<file path="src/rtl/alu_issue_queue.sv">
// Command FIFO and sequencer in front of a combinational 32-bit ALU: buffers commands,
// drives one at a time onto the ALU pins, traps illegal/div-by-zero, returns responses.
module alu_issue_queue #(
  parameter int unsigned DEPTH  = 4,
  parameter int unsigned TAG_W  = 4,
  parameter int unsigned SETTLE = 1
) (
  input  logic                     clk,
  input  logic                     reset,
  input  logic                     cmd_valid,
  output logic                     cmd_ready,
  input  logic [15:0]              cmd_opcode,
  input  logic [31:0]              cmd_a,
  input  logic [31:0]              cmd_b,
  input  logic                     cmd_cin,
  input  logic [TAG_W-1:0]         cmd_tag,
  output logic [15:0]              alu_opcode,
  output logic [31:0]              alu_input1,
  output logic [31:0]              alu_input2,
  output logic                     alu_cin,
  input  logic [31:0]              alu_result,
  input  logic [31:0]              alu_remainder,
  input  logic                     alu_overflow,
  input  logic                     alu_zero,
  input  logic                     alu_sign,
  input  logic                     alu_carry,
  output logic                     rsp_valid,
  input  logic                     rsp_ready,
  output logic [31:0]              rsp_result,
  output logic [31:0]              rsp_remainder,
  output logic [3:0]               rsp_flags,
  output logic                     rsp_err,
  output logic [TAG_W-1:0]         rsp_tag,
  output logic [$clog2(DEPTH):0]   count
);

  localparam int unsigned PTR_W = $clog2(DEPTH);
  localparam int unsigned CNT_W = PTR_W + 1;
  localparam int unsigned SET_W = (SETTLE > 1) ? $clog2(SETTLE) : 1;
  localparam logic [15:0] OP_DIV = 16'd2;
  localparam logic [15:0] OP_MAX = 16'd13;

  typedef struct packed {
    logic [15:0]      opcode;
    logic [31:0]      a;
    logic [31:0]      b;
    logic             cin;
    logic [TAG_W-1:0] tag;
  } cmd_t;

  typedef enum logic [1:0] {IDLE, DRIVE, HOLD} state_t;

  state_t           state_q, state_d;
  cmd_t             mem [DEPTH];
  cmd_t             cmd_in, head;
  logic [PTR_W-1:0] wr_ptr, rd_ptr;
  logic             full, empty, push, pop;
  logic             head_illegal, head_div0, head_trap;

  logic [SET_W-1:0] settle_q, settle_d;
  logic [TAG_W-1:0] cur_tag_q, cur_tag_d;
  logic [15:0]      alu_opcode_d;
  logic [31:0]      alu_input1_d, alu_input2_d;
  logic             alu_cin_d;
  logic             rsp_valid_d, rsp_err_d;
  logic [31:0]      rsp_result_d, rsp_remainder_d;
  logic [3:0]       rsp_flags_d;
  logic [TAG_W-1:0] rsp_tag_d;

  assign cmd_in    = {cmd_opcode, cmd_a, cmd_b, cmd_cin, cmd_tag};
  assign full      = (count == CNT_W'(DEPTH));
  assign empty     = (count == '0);
  assign cmd_ready = !full && !reset;
  assign push      = cmd_valid && cmd_ready;
  assign head      = mem[rd_ptr];

  assign head_illegal = (head.opcode > OP_MAX);
  assign head_div0    = (head.opcode == OP_DIV) && (head.b == '0);
  assign head_trap    = head_illegal || head_div0;

  // FIFO storage; pointers wrap naturally because DEPTH is a power of two
  always_ff @(posedge clk) begin
    if (push) mem[wr_ptr] <= cmd_in;
  end

  always_ff @(posedge clk) begin
    if (reset) begin
      wr_ptr <= '0;
      rd_ptr <= '0;
      count  <= '0;
    end else begin
      if (push) wr_ptr <= wr_ptr + PTR_W'(1);
      if (pop)  rd_ptr <= rd_ptr + PTR_W'(1);
      case ({push, pop})
        2'b10:   count <= count + CNT_W'(1);
        2'b01:   count <= count - CNT_W'(1);
        default: count <= count;
      endcase
    end
  end

  // FSM state register
  always_ff @(posedge clk) begin
    if (reset) state_q <= IDLE;
    else       state_q <= state_d;
  end

  // Next state and pop decision; HOLD issues the next command on the handshake edge
  always_comb begin
    state_d = state_q;
    pop     = 1'b0;
    unique case (state_q)
      IDLE: begin
        if (!empty) begin
          pop     = 1'b1;
          state_d = head_trap ? HOLD : DRIVE;
        end
      end
      DRIVE: begin
        if (settle_q == '0) state_d = HOLD;
      end
      HOLD: begin
        if (rsp_ready) begin
          if (!empty) begin
            pop     = 1'b1;
            state_d = head_trap ? HOLD : DRIVE;
          end else begin
            state_d = IDLE;
          end
        end
      end
      default: state_d = IDLE;
    endcase
  end

  // Datapath register next values
  always_comb begin
    settle_d        = settle_q;
    cur_tag_d       = cur_tag_q;
    alu_opcode_d    = alu_opcode;
    alu_input1_d    = alu_input1;
    alu_input2_d    = alu_input2;
    alu_cin_d       = alu_cin;
    rsp_valid_d     = rsp_valid;
    rsp_result_d    = rsp_result;
    rsp_remainder_d = rsp_remainder;
    rsp_flags_d     = rsp_flags;
    rsp_err_d       = rsp_err;
    rsp_tag_d       = rsp_tag;

    if (state_q == HOLD && rsp_ready) rsp_valid_d = 1'b0;

    if (state_q == DRIVE) begin
      if (settle_q == '0) begin
        rsp_valid_d     = 1'b1;
        rsp_result_d    = alu_result;
        rsp_remainder_d = (alu_opcode == OP_DIV) ? alu_remainder : 32'd0;
        rsp_flags_d     = {alu_overflow, alu_zero, alu_sign, alu_carry};
        rsp_err_d       = 1'b0;
        rsp_tag_d       = cur_tag_q;
      end else begin
        settle_d = settle_q - SET_W'(1);
      end
    end

    // Trapped commands answer immediately and leave the ALU pins untouched
    if (pop) begin
      if (head_trap) begin
        rsp_valid_d     = 1'b1;
        rsp_result_d    = head_illegal ? 32'd0 : 32'hFFFF_FFFF;
        rsp_remainder_d = head_illegal ? 32'd0 : head.a;
        rsp_flags_d     = 4'd0;
        rsp_err_d       = 1'b1;
        rsp_tag_d       = head.tag;
      end else begin
        alu_opcode_d = head.opcode;
        alu_input1_d = head.a;
        alu_input2_d = head.b;
        alu_cin_d    = head.cin;
        cur_tag_d    = head.tag;
        settle_d     = SET_W'(SETTLE - 1);
      end
    end
  end

  always_ff @(posedge clk) begin
    if (reset) begin
      settle_q      <= '0;
      cur_tag_q     <= '0;
      alu_opcode    <= '0;
      alu_input1    <= '0;
      alu_input2    <= '0;
      alu_cin       <= 1'b0;
      rsp_valid     <= 1'b0;
      rsp_result    <= '0;
      rsp_remainder <= '0;
      rsp_flags     <= '0;
      rsp_err       <= 1'b0;
      rsp_tag       <= '0;
    end else begin
      settle_q      <= settle_d;
      cur_tag_q     <= cur_tag_d;
      alu_opcode    <= alu_opcode_d;
      alu_input1    <= alu_input1_d;
      alu_input2    <= alu_input2_d;
      alu_cin       <= alu_cin_d;
      rsp_valid     <= rsp_valid_d;
      rsp_result    <= rsp_result_d;
      rsp_remainder <= rsp_remainder_d;
      rsp_flags     <= rsp_flags_d;
      rsp_err       <= rsp_err_d;
      rsp_tag       <= rsp_tag_d;
    end
  end

endmodule

</file>
<file path="config.mk">
export PLATFORM = sky130hd
export DESIGN_NAME = alu_issue_queue
export DESIGN_NICKNAME = d
export VERILOG_FILES = /design/src/rtl/alu_issue_queue.sv
export SDC_FILE = /design/constraint.sdc
export NUM_CORES = 1
export LEC_CHECK = 0
export ABC_AREA = 1
export CORE_ASPECT_RATIO = 1.25
export CORE_UTILIZATION = 48
export CTS_CLUSTER_SIZE = 16
export DETAILED_ROUTE_END_ITERATION = 6
export PLACE_DENSITY = 0.74
export SLEW_MARGIN = 15
export SYNTH_ARGS = -nofsm -noshare
export SYNTH_HDL_FRONTEND = slang
export SYNTH_SLANG_ARGS = --single-unit
</file>
<file path="constraint.sdc">
create_clock -name clk -period 5.37 [get_ports clk]
set_input_delay 1.074 -clock clk [delete_from_list [all_inputs] [get_ports clk]]
set_output_delay 1.074 -clock clk [all_outputs]
set_load 0.005 [all_outputs]
</file>
# Word-level counts from Yosys, hierarchy flattened
# Memory sizes are Yosys's and may differ from the RTL's. A register that Yosys moved wholly into a read port is not among the register bits.
# Index checks and enable logic that the tools add are counted.
# totals
reg_bits	169
ram_bits	340
out_inout_bits	159
word_cells	93
memories	1
# mem_list
name	words	width	read_ports	rd_clocked_by_memory_dff	write_ports	line_no	rtl
mem	4	85	1	1	1	54	cmd_t mem [DEPTH];
# op_classes
addsub	5
n_lt_le_gt_ge	1
n_eq_ne	10
n_mux	46
bitwise_logic	1
n_reduce_logical	13
# op_table
op	n
two-way mux 32 bit	11
== test 16 x 2 -> 1 bit (second input constant)	2
logical NOT 32 bit	1
two-way mux 4 bit	8
two-way mux 1 bit	17
> comparator 16 x 4 -> 1 bit (second input constant)	1
two-way mux 2 bit	7
inequality test 2 bit (second input constant)	3
case mux 2 bit (3 select lines)	1
case mux 3 bit (2 select lines)	1
adder 2 x 1 -> 2 bit (second input constant)	2
== test 2 x 1 -> 1 bit (second input constant)	2
== test 2 bit (second input constant)	2
logical AND 1 bit	4
adder 3 x 1 -> 3 bit (second input constant)	1
== test 3 bit (second input constant)	1
logical NOT 3 bit	1
AND reduction 3 bit	1
subtractor 3 x 1 -> 3 bit (second input constant)	1
logical NOT 1 bit	2
logical NOT 2 bit	1
case mux 1 bit (2 select lines)	1
AND reduction 2 bit	1
nonzero test 2 bit	1
other kinds (3)	3

# Logic depth before layout (Yosys ltp)
# Gate-level depths: netlist of run 1.
# depth
word_depth	7
depth_mapped	18
depth_no_buf	14

# Worst setup path before layout of run 1
# No wires, ideal clock.
# synth_path
path_kind	in2reg
from	input reset
to	memory mem[0][0] (netlist name) (enable)
arrival_time_ps	5057
required_time_ps	4841
slack_ps	-216
stages	3
path_buffers	0
cell_sequence	a31oi_1 nand2_1 nor2_1
# synth_between
elab_chain_len	5
# synth_lines
item	line_no	rtl
from (decl)	9	input logic reset,
logical NOT 1 bit	73	assign cmd_ready = !full && !reset;
logical AND 1 bit	73	
logical AND 1 bit	74	assign push = cmd_valid && cmd_ready;
two-way mux 1 bit	83	if (push) mem[wr_ptr] <= cmd_in;
two-way mux 1 bit (implied by the code)	83	
to (decl)	54	
# No other way between the ends.

==> impl_metrics.ini, run 1 <==
[clock_network]
ctsResizeCount = 0
clk_pin_slew_ps = 60
cts.sinks = 511
cts_buffer_depth = 3
root_buffer = clkbuf_16
cts_setup_buffers = 0
postCtsHoldBufs = 0
worstSkewPairLatency_ps = 560
cts_made_buffers = 48
cts_tree = done
htreeDepth = 2

[sta]
slew_viol_final = 0
tns_ps = 0
skew_ps = 17.67
fmax_mhz = 221.0
setup_viol = 0
slew_headroom_pct = 22.02
fin_crit_sh_pct = 84.28
hold_ws_ps = 461.4
grt_setup_unrepaired = no
tightest_slew_ps = 1168
hold_viol_final = 0
post-route-min-period_ps = 4526

[detailed_routing]
viasPerCell = 5.381
wl_per_cell_um = 18.82
drc_errors = 0
routed_wl_mm = 52.68
first_iter_violations = 1107
ant_nets = 0
via_count = 15061
firstDrtPassIters = 4

[grt]
grt_max_degree = 102
antenna_found_initial = 4
grt_pass1_wl_mm = 78.78
grt_pass1_vias = 14444
grt_use_total_pct = 24.18
grt_overflow_total = 0

[logic_synthesis]
synth_top_area_share_pct = 50.77
synth_most_common_cell = nand2_1
yosysWarningCount = 0
synth_common_cells = nand2_1, edfxtp_1, nand3_1
syn_nets = 2114
async_reset_ff_share_pct = 0
synth.top_cells.by_area = edfxtp_1, dfxtp_1, nand2_1
synthCells = 1951
yosysSeqAreaShare_pct = 67.79
yosysUniqueCellTypes = 34
ys.flop_type = edfxtp_1
synth-seq-cells = 511
synth_largest_area_cell = edfxtp_1
avgSynthCellArea_um2 = 10.31
syn_area_um2 = 20110
synth-edff-count = 340

[critical_path]
path_common_cell = nand2_1
cpPeakStageDelay_ps = 930
crit_fanout = 101
path_class = register to register
required_ps = 5860
end_kind = register
path_cells = inv_4, nand2_1, nand3_1, nand2_1, nand2_1, nor2_1, nand2_1, nor2_1, nand3_2, nor2_4, nand2_1, buf_4, o21ai_1
r2r_slack_ps = 840
worstSetupStartpointType = register
critPathArrivalTime_ps = 5010
timing.rr.end = rsp_remainder[27]$_SDFF_PP0_
critPathSlowestCell = dfxtp_4
cp-endpoint = rsp_remainder[27]$_SDFF_PP0_
worstRegToRegCells = 13

[finish]
final_area_um2 = 25370
n_fill_cell = 3276
drive_above_1_share_pct = 5.704
layout.cells.non_filler = 2799
layout.nets = 2367
multi_input_area_um2 = 5662
areaGrowthSynthToFinish_pct = 26.14
seq_area_um2 = 13640

[die]
die-height_um = 230.9
rows = 83
initial_core_util_pct = 48.78
io_pins = 316
core_um2 = 41230
dieArea_um2 = 42730
die_x_um = 185.1

[pwr]
p_total_mw = 10.43
powerDensity_nw_per_um2 = 411.1
leakagePower_nw = 9.541
peakVddDrop_mv = 0.3193

[placement]
port_buffers = 315
place.gp.congestion = 0.8222
dp.cells = 2706
post-dp-hpwl_mm = 32.93
place_area_um2 = 23580

[outcome]
outcome = complete, no violations

[min_path]
hp-start = alu_input1[25]$_SDFFE_PP0P_
hp-class = register to register

[run]
maxCapViolations = 0
cell type report:
| cell class | count | share of cell area [%] |
|---|---|---|
| flip-flops and latches | 511 | 53.76 |
| multi-input cells | 1249 | 22.32 |
| repair buffers | 338 | 13.30 |
| clock buffers | 56 | 5.268 |
| well taps | 552 | 2.723 |
| clock inverters | 34 | 1.756 |
| inverters | 56 | 0.8483 |
| diodes | 3 | 0.02959 |
sequential cells by signal, indices dropped and copies added (netlist names), 4 cells and up, named ones only:
register       flops
mem              340
alu_input1        32
alu_input2        32
rsp_remainder     32
rsp_result        32
alu_opcode        16
cur_tag_q          4
rsp_flags          4
rsp_tag            4
stage by stage:
stage,util [%],setup slack [ps]
final,61.53,844.2
after global routing,61.53,491.3
after CTS,61.51,836.4
after detailed placement,57.19,849.6
after global placement,57.19,977.9
after floorplan,-,-216.4
placed cells by master, fill, tap and decap left out, types with 16 or more instances in the layout:
| master | synthesis | final |
|---|---|---|
| clkdlybuf4s50_1 | 0 | 314 |
| nand4_1 | 46 | 46 |
| inv_1 | 51 | 51 |
| nor2_1 | 135 | 129 |
| a21oi_1 | 103 | 103 |
| nand3_1 | 214 | 214 |
| o22ai_1 | 30 | 30 |
| clkbuf_16 | 0 | 52 |
| edfxtp_1 | 340 | 340 |
| o21ai_0 | 73 | 73 |
| nand2_1 | 594 | 593 |
| buf_4 | 12 | 20 |
| o21bai_1 | 16 | 16 |
| dfxtp_1 | 171 | 169 |
worst max-delay path: cells and delay by family (launching register included):
| kind | cells | cell delay, ps |
|---|---|---|
| AND/OR/NAND/NOR | 10 | 2330 |
| flip-flops | 1 | 930 |
| buffers and inverters | 2 | 860 |
| AO/OA/AOI/OAI | 1 | 180 |
kinds of logic (layout without fill, tap and decap cells):
| family | count (synthesis) | in the layout | share of synthesized area, % |
|---|---|---|---|
| flops | 511 | 511 | 67.79 |
| compound gates | 240 | 240 | 6.551 |
| fa+ha+maj | 6 | 6 | 0.4106 |
| mux | 1 | 1 | 0.04977 |
| simple gates | 1002 | 1002 | 20.87 |
| other cells | 0 | 3 | 0 |
| buf+inv | 191 | 484 | 4.324 |
worst min-delay path by stage:
stage | end | cells past startpoint
floorplan | register | 2
detailed placement | register | 2
CTS | register | 2
global placement | register | 2
finish | alu_input1[25]$_SDFFE_PP0P_ | 2
global route | alu_input1[28]$_SDFFE_PP0P_ | 2
power breakdown:
part           leakage (nW)  internal [mW]  total, mW  switching (mW)
Sequential             4.47           4.36       4.49           0.135
Combinational          4.21          0.670       2.23            1.56
Clock                 0.869           2.24       3.71            1.47
Total                  9.54           7.26       10.4            3.17
routing by layer:
| metal | track usage [%] | vias to the layer above | share of wire [%] |
|---|---|---|---|
| met4 | 10.80 | 2 | 3.3 |
| met3 | 4.733 | 111 | 8.3 |
| met2 | 41.94 | 664 | 49 |
| met5 | 0 | - | 0.017 |
| met1 | 28.89 | 7070 | 39 |
| li1 | - | 7214 | - |
Note: power is estimated with default switching activity, not from simulation.
==> run 2: changes to the inputs <==
--- a/config.mk
+++ b/config.mk
@@ -7,10 +7,10 @@
 export LEC_CHECK = 0
 export ABC_AREA = 1
 export CORE_ASPECT_RATIO = 1.25
-export CORE_UTILIZATION = 48
+export CORE_UTILIZATION = 54
 export CTS_CLUSTER_SIZE = 16
 export DETAILED_ROUTE_END_ITERATION = 6
-export PLACE_DENSITY = 0.74
+export PLACE_DENSITY = 0.79
 export SLEW_MARGIN = 15
 export SYNTH_ARGS = -nofsm -noshare
 export SYNTH_HDL_FRONTEND = slang
==> constraint.sdc (replaced) <==
create_clock -name clk -period 4.32 [get_ports clk]
set_input_delay 0.864 -clock clk [delete_from_list [all_inputs] [get_ports clk]]
set_output_delay 0.864 -clock clk [all_outputs]
set_load 0.005 [all_outputs]
==> impl_metrics.ini, run 2 (synthesized netlist as in run 1, its figures left out) <==
[outcome]
outcome = complete, no violations

[finish]
layout_common_cells = nand2_1, edfxtp_1, clkdlybuf4s50_1, nand3_1, dfxtp_1
areaGrowthSynthToFinish_pct = 24.64
final_common_cell = nand2_1
seq_area_um2 = 13640
largest_register_ffs = 340
layout.cells.non_filler = 2732
drive_above_1_share_pct = 5.469
n_fill_cell = 2694
regMostFlops = mem
multi_input_area_um2 = 5663
layout.nets = 2374

[detailed_routing]
ant_nets = 0
firstDrtPassIters = 5
first_iter_violations = 1318
wl_per_cell_um = 19.35
drc_errors = 0
viasPerCell = 5.573
via_count = 15225
routed_wl_mm = 52.86

[pwr]
peakVddDrop_mv = 0.4862
leakagePower_nw = 9.453
powerDensity_nw_per_um2 = 493.5

[sta]
fin_crit_sh_pct = 83.34
tightest_slew_ps = 1027
grt_setup_unrepaired = no
slew_viol_final = 0
hold_ws_ps = 458.4
slew_headroom_pct = 31.50
hold_viol_final = 0
skew_ps = 22.20
post-route-min-period_ps = 3600
setup_viol = 0
fmax_mhz = 277.7

[critical_path]
path_cells = buf_4, nand3_1, nand2_1, nand2_1, nor2_1, nand2_1, nor2_1, nand3_2, nand2_1, nand2_2, buf_4, nand2_1, a21oi_1
critPathArrivalTime_ps = 4030
path_class = register to register
critPathSlowestCell = buf_4
required_ps = 4750
end_kind = register
crit_fanout = 77
path_common_cell = nand2_1
r2r_slack_ps = 720
worstSetupStartpointType = register
cpPeakStageDelay_ps = 710

[die]
die-height_um = 217.8
core_um2 = 36500
die_x_um = 174.6
io_pins = 316
rows = 78
dieArea_um2 = 38020
initial_core_util_pct = 55.10

[grt]
grt_max_degree = 171
grt_pass1_wl_mm = 81.11
grt_overflow_total = 0
grt_use_total_pct = 27.57
grt_pass1_vias = 14604
antenna_found_initial = 4

[placement]
place.gp.congestion = 0.8857
port_buffers = 315
dp.cells = 2642
post-dp-hpwl_mm = 33.32

[clock_network]
postCtsHoldBufs = 0
cts.sinks = 511
cts_setup_buffers = 0
clk_pin_slew_ps = 60
htreeDepth = 2
cts_tree = done
worstSkewPairLatency_ps = 570
ctsResizeCount = 0
cts_buffer_depth = 3
root_buffer = clkbuf_16
cts_made_buffers = 47

[min_path]
hp-class = register to register

[run]
maxCapViolations = 0
==> run 2: cell count changes in the layout (fill, tap and decap cells not counted), sizes merged <==
cell      previous run  this run
buf                 24        32
bufinv               9         1
clkbuf              56        63
clkinv              23        24
clkinvlp             3         1
inv                 55        54
==> run 2: power by group <==
group	internal [mW]	leakage (nW)	total (mW)	switching (mW)
Clock	2.24	0.740	3.97	1.73
Sequential	5.42	4.47	5.49	0.0743
Combinational	0.852	4.25	2.91	2.06
Total	8.51	9.45	12.4	3.86
==> run 2: routing by layer <==
metal	track usage, %	vias up	part of all wire (%)
met5	0	-	0.025
met4	9.623	2	2.8
met3	5.631	95	8.5
met2	47.69	706	50
met1	34.38	7195	39
li1	-	7227	-
==> run 2: final timing paths <==
| kind | startpoint | end | depth (start not counted) |
|---|---|---|---|
| worst max-delay path | register | rsp_flags[0]$_SDFF_PP0_ | 13 |
| worst min-delay path | rd_ptr[1]$_SDFFE_PP0N_ | register | 2 |
| worst max register to register | register | rsp_flags[0]$_SDFF_PP0_ | 13 |
| worst min register to register | rd_ptr[1]$_SDFFE_PP0N_ | register | 2 |
==> run 2: cell type report <==
class | instances | share of cell area (%)
multi-input cells | 1249 | 22.59
repair buffers | 346 | 13.75
flip-flops and latches | 511 | 54.41
clock buffers | 63 | 5.346
clock inverters | 24 | 0.6140
inverters | 56 | 0.8636
well taps | 480 | 2.396
diodes | 3 | 0.02995
==> run 2: through the flow <==
step	util (%)	power (mW)	worst slack, ps	setup TNS (ps)	instance area (um2)
floorplan	-	7.545	-1056	-359180	20110
global placement	64.55	8.381	865.5	0	23560
detailed placement	64.55	8.471	790.3	0	23560
CTS	68.64	12.42	762.9	0	25060
global route	68.67	12.93	478.3	0	25060
finish	68.67	12.37	719.6	0	25070
==> run 2: critical path: cells and delay by family (launching register included) <==
kind / cells / cell delay, ps
AND/OR/NAND/NOR: 10 / 1980
buffers and inverters: 2 / 1030
flip-flops: 1 / 330
AO/OA/AOI/OAI: 1 / 70
==> run 3: changes to the inputs <==
--- a/config.mk
+++ b/config.mk
@@ -7,10 +7,10 @@
 export LEC_CHECK = 0
 export ABC_AREA = 1
 export CORE_ASPECT_RATIO = 1.25
-export CORE_UTILIZATION = 54
+export CORE_UTILIZATION = 48
 export CTS_CLUSTER_SIZE = 16
 export DETAILED_ROUTE_END_ITERATION = 6
-export PLACE_DENSITY = 0.79
+export PLACE_DENSITY = 0.74
 export SLEW_MARGIN = 15
 export SYNTH_ARGS = -nofsm -noshare
 export SYNTH_HDL_FRONTEND = slang
==> constraint.sdc (replaced) <==
create_clock -name clk -period 3.2 [get_ports clk]
set_input_delay 0.64 -clock clk [delete_from_list [all_inputs] [get_ports clk]]
set_output_delay 0.64 -clock clk [all_outputs]
set_load 0.005 [all_outputs]
==> impl_metrics.ini, run 3 (synthesized netlist as in run 1, its figures left out) <==
[grt]
grt_pass1_vias = 14591
grt_overflow_total = 0
grt_max_degree = 99
antenna_found_initial = 6
grt_pass1_wl_mm = 80.25
grt_use_total_pct = 24.79

[sta]
tightest_slew_ps = 1012
slew_headroom_pct = 32.54
fin_ws_ps = 310.1
hold_viol_final = 0
setup_viol = 0
post-route-min-period_ps = 2890
fin_crit_sh_pct = 90.31
grt_setup_unrepaired = no
slew_viol_final = 0
skew_ps = 27.90
fmax_mhz = 346.0

[die]
io_pins = 316
dieArea_um2 = 42730
rows = 83
core_um2 = 41230
die_x_um = 185.1
initial_core_util_pct = 48.78
die-height_um = 230.9

[critical_path]
timing.rr.end = alu_input1[19]$_SDFFE_PP0P_
worstSetupStartpointType = register
crit_fanout = 28
critPathArrivalTime_ps = 3290
end_kind = register
required_ps = 3600
path_class = register to register
worstRegToRegCells = 14
r2r_slack_ps = 310

[placement]
dp.cells = 2725
port_buffers = 315
post-dp-hpwl_mm = 34.38
place.gp.congestion = 0.8139
place_area_um2 = 23820
pre_cts_slack_ps = 59.83

[min_path]
hp-class = register to register
min_path_cells = 2
hp-start = rd_ptr[1]$_SDFFE_PP0N_

[clock_network]
cts_setup_buffers = 0
cts_buffer_depth = 3
root_buffer = clkbuf_16
worstSkewPairLatency_ps = 570
cts_made_buffers = 49
clk_pin_slew_ps = 60
cts.sinks = 511
cts_tree = done
htreeDepth = 2

[detailed_routing]
firstDrtPassIters = 5
viasPerCell = 5.391
ant_nets = 0
wl_per_cell_um = 19.14
drc_errors = 0
routed_wl_mm = 53.92
via_count = 15187
first_iter_violations = 1088

[finish]
drive_above_1_share_pct = 6.186
final_common_cell = nand2_1
layout_common_cells = nand2_1, edfxtp_1, clkdlybuf4s50_1, nand3_1, dfxtp_1
regMostFlops = mem
largest_register_ffs = 340
layout.nets = 2388
areaGrowthSynthToFinish_pct = 26.62
fin_util_pct = 61.76
final_area_um2 = 25460
layout.cells.non_filler = 2817

[run]
maxCapViolations = 0

[pwr]
p_total_mw = 17.24
leakagePower_nw = 9.585
powerDensity_nw_per_um2 = 677.0
peakVddDrop_mv = 0.4571

[outcome]
outcome = complete, no violations
## run 3: cell types whose count changed in the layout (fill, tap and decap cells not counted), sizes merged
cell | previous run | this run
buf | 32 | 43
clkinv | 24 | 16
bufinv | 1 | 5
clkinvlp | 1 | 5
clkbuf | 63 | 64
diode | 3 | 2
inv | 54 | 55
nand3 | 216 | 217
## run 3: worst max path at each step
stage / slack (ps) / to / cells past startpoint
after detailed placement: 60 / alu_input1[14]$_SDFFE_PP0P_ / 7
after global routing: 10 / alu_input1[1]$_SDFFE_PP0P_ / 14
after CTS: 90 / alu_input1[14]$_SDFFE_PP0P_ / 14
final: 310 / alu_input1[19]$_SDFFE_PP0P_ / 14
after global placement: 110 / alu_input1[15]$_SDFFE_PP0P_ / 11
after floorplan: -570 / mem[0][0]$_DFFE_PP_ / 3
## run 3: cell type report
type / count / area (um2)
Fill cell: 3256 / 15770
Sequential cell: 511 / 13640
Multi-Input combinational cell: 1250 / 5679
Timing Repair Buffer: 357 / 3616
Clock buffer: 64 / 1348
Tap cell: 552 / 690.7
Clock inverter: 25 / 271.5
Inverter: 56 / 215.2
Antenna cell: 2 / 5.005
## run 3: power breakdown
part / switching [mW] / total, mW / internal (mW)
clock: 2.39 / 5.77 / 3.38
combinational: 2.82 / 4.07 / 1.25
sequential: 0.0941 / 7.41 / 7.31
total: 5.30 / 17.2 / 11.9
## run 3: metrics by stage
stage,hold slack (ps),TNS (ps)
global placement,448.7,0
floorplan,436.3,-192270
global route,470.9,0
CTS,462.5,0
detailed placement,452.7,0
finish,456.5,0
## run 3: per-layer routing
metal | global-route usage [%] | vias up | share of wire [%]
met2 | 42.92 | 657 | 49
met3 | 6.468 | 107 | 9.5
met4 | 9.220 | 8 | 3.1
met1 | 29.38 | 7158 | 38
met5 | 0 | - | 0.091
li1 | - | 7257 | -
## run 3: repair_timing
action / in CTS / in global routing
resized for setup: 0 / 1
hold buffers: 0 / 0
endpoints found under the setup margin: 0 / 45
## run 3: critical path: stages (launching register included)
cell and delay (ps):
dfxtp_4 360, inv_4 250, buf_4 350, nand2_1 110, nand3_1 110, nand2_1 70
nand2_1 80, nor2_1 40, nand2_1 70, nor2_1 50, nand3_2 160, buf_4 380
nand3_4 410, nand2_1 190, a21oi_1 80
